[src/rtl/sfp_bit_packer_if.sv]
// sfp_bit_packer_if: sfp result input and packed-word output handshake bundle
interface sfp_bit_packer_if #(
  parameter int psum_bw = 16,
  parameter int pack_w = 8
);
  localparam int lw = $clog2(pack_w + 1);
  logic signed [psum_bw-1:0] in;
  logic in_valid;
  logic in_ready;
  logic flush;
  logic [pack_w-1:0] out_word;
  logic [lw-1:0] out_len;
  logic out_valid;
  logic out_ready;
  logic busy;
  modport master(output in, in_valid, flush, out_ready, input in_ready, out_word, out_len, out_valid, busy);
  modport slave(input in, in_valid, flush, out_ready, output in_ready, out_word, out_len, out_valid, busy);
endinterface

[src/rtl/sfp_bit_packer.sv]
// sfp_bit_packer: packs thresholded sfp results LSB-first into words buffered in a FWFT FIFO
module sfp_bit_packer #(
  parameter int psum_bw = 16,
  parameter int pack_w = 8,
  parameter int depth = 4
) (
  input logic clk,
  input logic reset,
  sfp_bit_packer_if.slave bus
);
  localparam int lw = $clog2(pack_w + 1);
  localparam int aw = $clog2(depth);
  typedef enum logic {ACC, FLUSH_PEND} state_t;
  state_t state;
  logic [lw-1:0] cnt, ncnt, push_len;
  logic [pack_w-1:0] shreg, nshreg;
  logic [pack_w-1:0] mem_w [depth];
  logic [lw-1:0] mem_l [depth];
  logic [aw-1:0] wr, rd;
  logic [aw:0] count;
  logic full, accept, pop, push, word_done, flush_now, go_pend;
  always_comb begin
    full = count == (aw+1)'(depth);
    bus.in_ready = !full && state == ACC;
    accept = bus.in_valid && bus.in_ready;
    nshreg = shreg | ((accept && bus.in != '0) ? pack_w'(1) << cnt : '0);
    ncnt = cnt + lw'(accept);
    word_done = accept && cnt == lw'(pack_w - 1);
    flush_now = state == ACC && bus.flush && !full && ncnt != '0 && !word_done;
    go_pend = state == ACC && bus.flush && full && cnt != '0;
    push = word_done || flush_now || (state == FLUSH_PEND && !full);
    push_len = word_done ? lw'(pack_w) : ncnt;
    pop = bus.out_valid && bus.out_ready;
  end
  assign bus.out_valid = count != '0;
  assign bus.out_word = bus.out_valid ? mem_w[rd] : '0;
  assign bus.out_len = bus.out_valid ? mem_l[rd] : '0;
  assign bus.busy = cnt != '0 || bus.out_valid || state == FLUSH_PEND;
  // a pending flush pushes shreg/cnt unchanged, since no accept can occur in FLUSH_PEND
  always_ff @(posedge clk) begin
    if (!reset) begin
      state <= ACC;
      cnt <= '0;
      shreg <= '0;
      wr <= '0;
      rd <= '0;
      count <= '0;
    end else begin
      if (push) begin
        mem_w[wr] <= nshreg;
        mem_l[wr] <= push_len;
        wr <= wr + aw'(1);
      end
      if (pop) rd <= rd + aw'(1);
      count <= count + (aw+1)'(push) - (aw+1)'(pop);
      cnt <= push ? '0 : ncnt;
      shreg <= push ? '0 : nshreg;
      state <= go_pend ? FLUSH_PEND : (push ? ACC : state);
    end
  end
endmodule

[src/flat_wrapper.sv]
// flat-port wrapper written by rule: the top's interface ports become plain ports
module sfp_bit_packer_flat 
#(
  parameter int psum_bw = 16,
  parameter int pack_w = 8,
  parameter int depth = 4
)
  (clk, reset, bus_in, bus_in_valid, bus_flush, bus_out_ready, bus_in_ready, bus_out_word, bus_out_len, bus_out_valid, bus_busy);
  sfp_bit_packer_if #(.psum_bw(psum_bw), .pack_w(pack_w)) bus_i ();
  input logic clk;
  input logic reset;
  input wire logic [$bits(bus_i.in)-1:0] bus_in;
  input wire logic [$bits(bus_i.in_valid)-1:0] bus_in_valid;
  input wire logic [$bits(bus_i.flush)-1:0] bus_flush;
  input wire logic [$bits(bus_i.out_ready)-1:0] bus_out_ready;
  output wire logic [$bits(bus_i.in_ready)-1:0] bus_in_ready;
  output wire logic [$bits(bus_i.out_word)-1:0] bus_out_word;
  output wire logic [$bits(bus_i.out_len)-1:0] bus_out_len;
  output wire logic [$bits(bus_i.out_valid)-1:0] bus_out_valid;
  output wire logic [$bits(bus_i.busy)-1:0] bus_busy;
  assign bus_i.in = bus_in;
  assign bus_i.in_valid = bus_in_valid;
  assign bus_i.flush = bus_flush;
  assign bus_i.out_ready = bus_out_ready;
  assign bus_in_ready = bus_i.in_ready;
  assign bus_out_word = bus_i.out_word;
  assign bus_out_len = bus_i.out_len;
  assign bus_out_valid = bus_i.out_valid;
  assign bus_busy = bus_i.busy;
  sfp_bit_packer #(.psum_bw(psum_bw), .pack_w(pack_w), .depth(depth)) u_core (.clk(clk), .reset(reset), .bus(bus_i));
endmodule
[config.mk]
export PLATFORM = sky130hd
export DESIGN_NAME = sfp_bit_packer_flat
export DESIGN_NICKNAME = d
export VERILOG_FILES = /design/src/rtl/sfp_bit_packer_if.sv /design/src/rtl/sfp_bit_packer.sv /design/src/flat_wrapper.sv
export SDC_FILE = /design/constraint.sdc
export NUM_CORES = 1
export LEC_CHECK = 0
export ABC_AREA = 1
export CORE_MARGIN = 1
export CORE_UTILIZATION = 52
export CTS_BUF_LIST = sky130_fd_sc_hd__clkbuf_4 sky130_fd_sc_hd__clkbuf_8
export DETAILED_ROUTE_END_ITERATION = 16
export GPL_TIMING_DRIVEN = 0
export PLACE_DENSITY = 0.78
export SKIP_LAST_GASP = 1
export SLEW_MARGIN = 5
export SYNTH_ARGS = -nofsm -noshare
export SYNTH_HDL_FRONTEND = slang
export SYNTH_SLANG_ARGS = --single-unit
export TNS_END_PERCENT = 50
[constraint.sdc]
create_clock -name clk -period 2.7 [get_ports clk]
set_input_delay 0.405 -clock clk [delete_from_list [all_inputs] [get_ports clk]]
set_output_delay 0.405 -clock clk [all_outputs]
set_load 0.005 [all_outputs]
==> flow_summary.toml <==
[yosys]
synth_warnings = 0
synth_cell_type_count = 25
syn-num-nets = 360
ys_ff_latch = 70
avgSynthCellArea_um2 = 9.39
syn-cell-area_um2 = 3100
yosysSeqAreaShare = 0.607
syn_inst = 330

[sta]
worst_slack_ns = 0.124
period_minus_slack_ns = 2.58
fin_crit_sh = 0.954
tightest_slew_ns = 0.576
slew_headroom = 0.616
setup_viol = 0
rsz0062_at_grt = "yes"
whs_ns = 0.480
drv_slew = 0
fin_skew_ns = 0.00902
hold_viol = 0
max_freq_mhz = 388

[die]
start_util = 0.552
dieWidth_um = 79.2
fp-row-count = 27
dieArea_um2 = 6270
core_um2 = 5610
ios = 36
die_h_um = 79.2

[placement]
dp_hpwl_um = 4100
pre_cts_ws_ns = -0.894
numPortBuffers = 35
placedCellCount = 437
place.gp.congestion = 0.817

[global_routing]
grt_use_total = 0.226
grt_pass1_vias = 2231
grt_pass1_wl_um = 10300
antenna_found_initial = 0
grt_start_max_net_pins = 13
grt-ovfl-total = 0

[cts]
ctsHoldBuffers = 0
h-tree-depth = 3
cts_tree = "yes"
cts.sinks = 70
clk_latency_ns = 0.34
root_buffer = "clkbuf_8"
clock_path_buffers = 2
cts_buffers = 9
clk_pin_slew_ns = 0.07

[worst_setup_path]
r2r_start = "u_core.count[1]"
crit_family = "buffers and inverters"
worstSetupStartpointType = "flip-flop"
crit_buf_inv = 3
cp_slowest_cell = "clkbuf_1"
critPathKind = "reg -> out"
critPathRequiredTime_ns = 2.30
worst-path-stages = 6
cp.arrival_ns = 2.17
cpPeakStageDelay_ns = 0.48
critPathLaunch = "u_core.count[1]"
worstPathMaxFanout = 10
path_cells = "nor2_2, nand2_1, inv_1, clkbuf_1, nand3_1, clkdlybuf4s50_1"
cp-end-kind = "output pin"
reg2reg_depth = 16

[route]
ant_nets = 0
routed_via_density = 5.11
drtIter0Drc = 196
wl_um = 6230
vias = 2360
drt-wirelength-per-cell_um = 13.5
first_pass_iters = 4
drc = 0

[pwr]
ir_worst_vdd_v = 0.000553
p_leak_nw = 1.53
p_per_area_nw_per_um2 = 897

[final_layout]
finalNetCount = 415
stdcell_count = 462
area_delta_synth_final_pct = 25.6
n_antenna_cell = 0
final_layout_size_suffix_gt1_frac = 0.121

[hold_path]
hold_depth = 2
min_from = "u_core.rd[1]"
hold_class = "reg -> reg"

[flow_run]
cap_viol_max_count = 0

[status]
run_status = "complete, no violations"
==> cell usage in the layout (no fill, tap or decap), types with 2 or more instances in the layout <==
| cell type | count |
|---|---|
| a21oi_1 | 16 |
| buf_12 | 2 |
| buf_2 | 3 |
| buf_4 | 7 |
| bufinv_16 | 2 |
| clkbuf_1 | 5 |
| clkbuf_4 | 2 |
| clkbuf_8 | 9 |
| clkdlybuf4s50_1 | 35 |
| clkinv_2 | 2 |
| dfxtp_1 | 21 |
| edfxtp_1 | 48 |
| ha_1 | 7 |
| inv_1 | 42 |
| inv_2 | 3 |
| nand2_1 | 35 |
| nand2_4 | 2 |
| nand3_1 | 11 |
| nand3_4 | 2 |
| nand4_1 | 5 |
| nor2_1 | 84 |
| nor2_2 | 2 |
| nor2_4 | 5 |
| nor3_1 | 2 |
| o21ai_0 | 28 |
==> through the flow <==
step	instance area (µm²)	total power (W)	utilization	setup TNS, ns
finish	3890	0.00349	0.694	0
global route	3890	0.00370	0.694	-0.0754
CTS	3860	0.00347	0.689	0
detailed placement	3540	0.00253	0.631	-41.66
global placement	3540	0.00249	0.631	-40.11
floorplan	3100	0.00204	-	-1.17
==> where the power goes <==
part	switching (W)	internal (W)	total (W)
Sequential	0.0000628	0.00130	0.00137
Clock	0.000367	0.000535	0.000902
Combinational	0.000686	0.000536	0.00122
==> kinds of logic after synthesis <==
logic type,Yosys count,share of synthesized area
flip-flops,70,0.607
AO/OA/AOI/OAI,44,0.0711
XOR/XNOR,1,0.00283
buffers and inverters,56,0.0715
AND/OR/NAND/NOR,150,0.208
adder cells (fa/ha/maj),9,0.0388
==> worst register-to-register path, delay by kind of cell (launching register included) <==
kind / cells / cell delay [ns]
flops: 1 / 0.35
fa+ha+maj: 4 / 1.07
simple gates: 9 / 0.83
buf+inv: 3 / 0.24
==> metal layers <==
metal  GRT usage  up-vias  wire length, µm
li1            -     1183                -
met1       0.275     1099             2640
met2       0.381       71             3090
met3      0.0667        7              409
met4      0.0782        0               89
met5           0        -                0
==> synth_stat cells <==
| cell | number | share of area |
|---|---|---|
| a21oi_1 | 16 | 0.026 |
| buf_2 | 3 | 0.0048 |
| buf_6 | 1 | 0.0036 |
| clkbuf_1 | 6 | 0.0073 |
| clkinv_1 | 1 | 0.0012 |
| dfxtp_1 | 22 | 0.14 |
| edfxtp_1 | 48 | 0.47 |
| fa_1 | 1 | 0.0065 |
| ha_1 | 8 | 0.032 |
| inv_1 | 43 | 0.052 |
| inv_2 | 2 | 0.0024 |
| nand2_1 | 35 | 0.042 |
| nand2_2 | 1 | 0.0020 |
| nand2_4 | 2 | 0.0073 |
| nand3_1 | 11 | 0.018 |
| nand3_2 | 1 | 0.0032 |
| nand3_4 | 1 | 0.0057 |
| nand3b_1 | 1 | 0.0024 |
| nand4_1 | 5 | 0.010 |
| nor2_1 | 88 | 0.11 |
| nor2_2 | 2 | 0.0040 |
| nor2_4 | 1 | 0.0036 |
| nor3_1 | 2 | 0.0032 |
| o21ai_0 | 28 | 0.045 |
| xnor2_1 | 1 | 0.0028 |
==> sequential cells by signal, summed over array words and instances, names as in the netlist, named ones only <==
| signal | cells |
|---|---|
| u_core.wr | 2 |
| u_core.mem_l | 16 |
| u_core.rd | 2 |
| u_core.cnt | 4 |
| u_core.state | 1 |
| u_core.shreg | 8 |
| u_core.mem_w | 32 |
| u_core.count | 3 |
==> repair_timing <==
action | in CTS | in global routing
setup buffers | 6 | 3
pin swaps | 4 | 1
endpoints found under the setup margin | 50 | 62
resized for setup | 11 | 5
==> final timing paths <==
kind / endpoint / slack (ns)
setup / recovery: bus_busy / 0.12
hold reg to reg: u_core.rd[1] / 0.48
setup reg to reg: u_core.count[1] / 0.15
hold / removal: u_core.rd[1] / 0.48
==> layout make-up <==
type	count	area [µm²]
flip-flops and latches	70	1880
fillers	396	1720
multi-input cells	204	1030
repair buffers	44	443
inverters	46	178
clock buffers	11	139
well taps	72	90.1
clock inverters	5	73.8
plain buffers	10	50.0
Power figures use the tool's default switching activity.
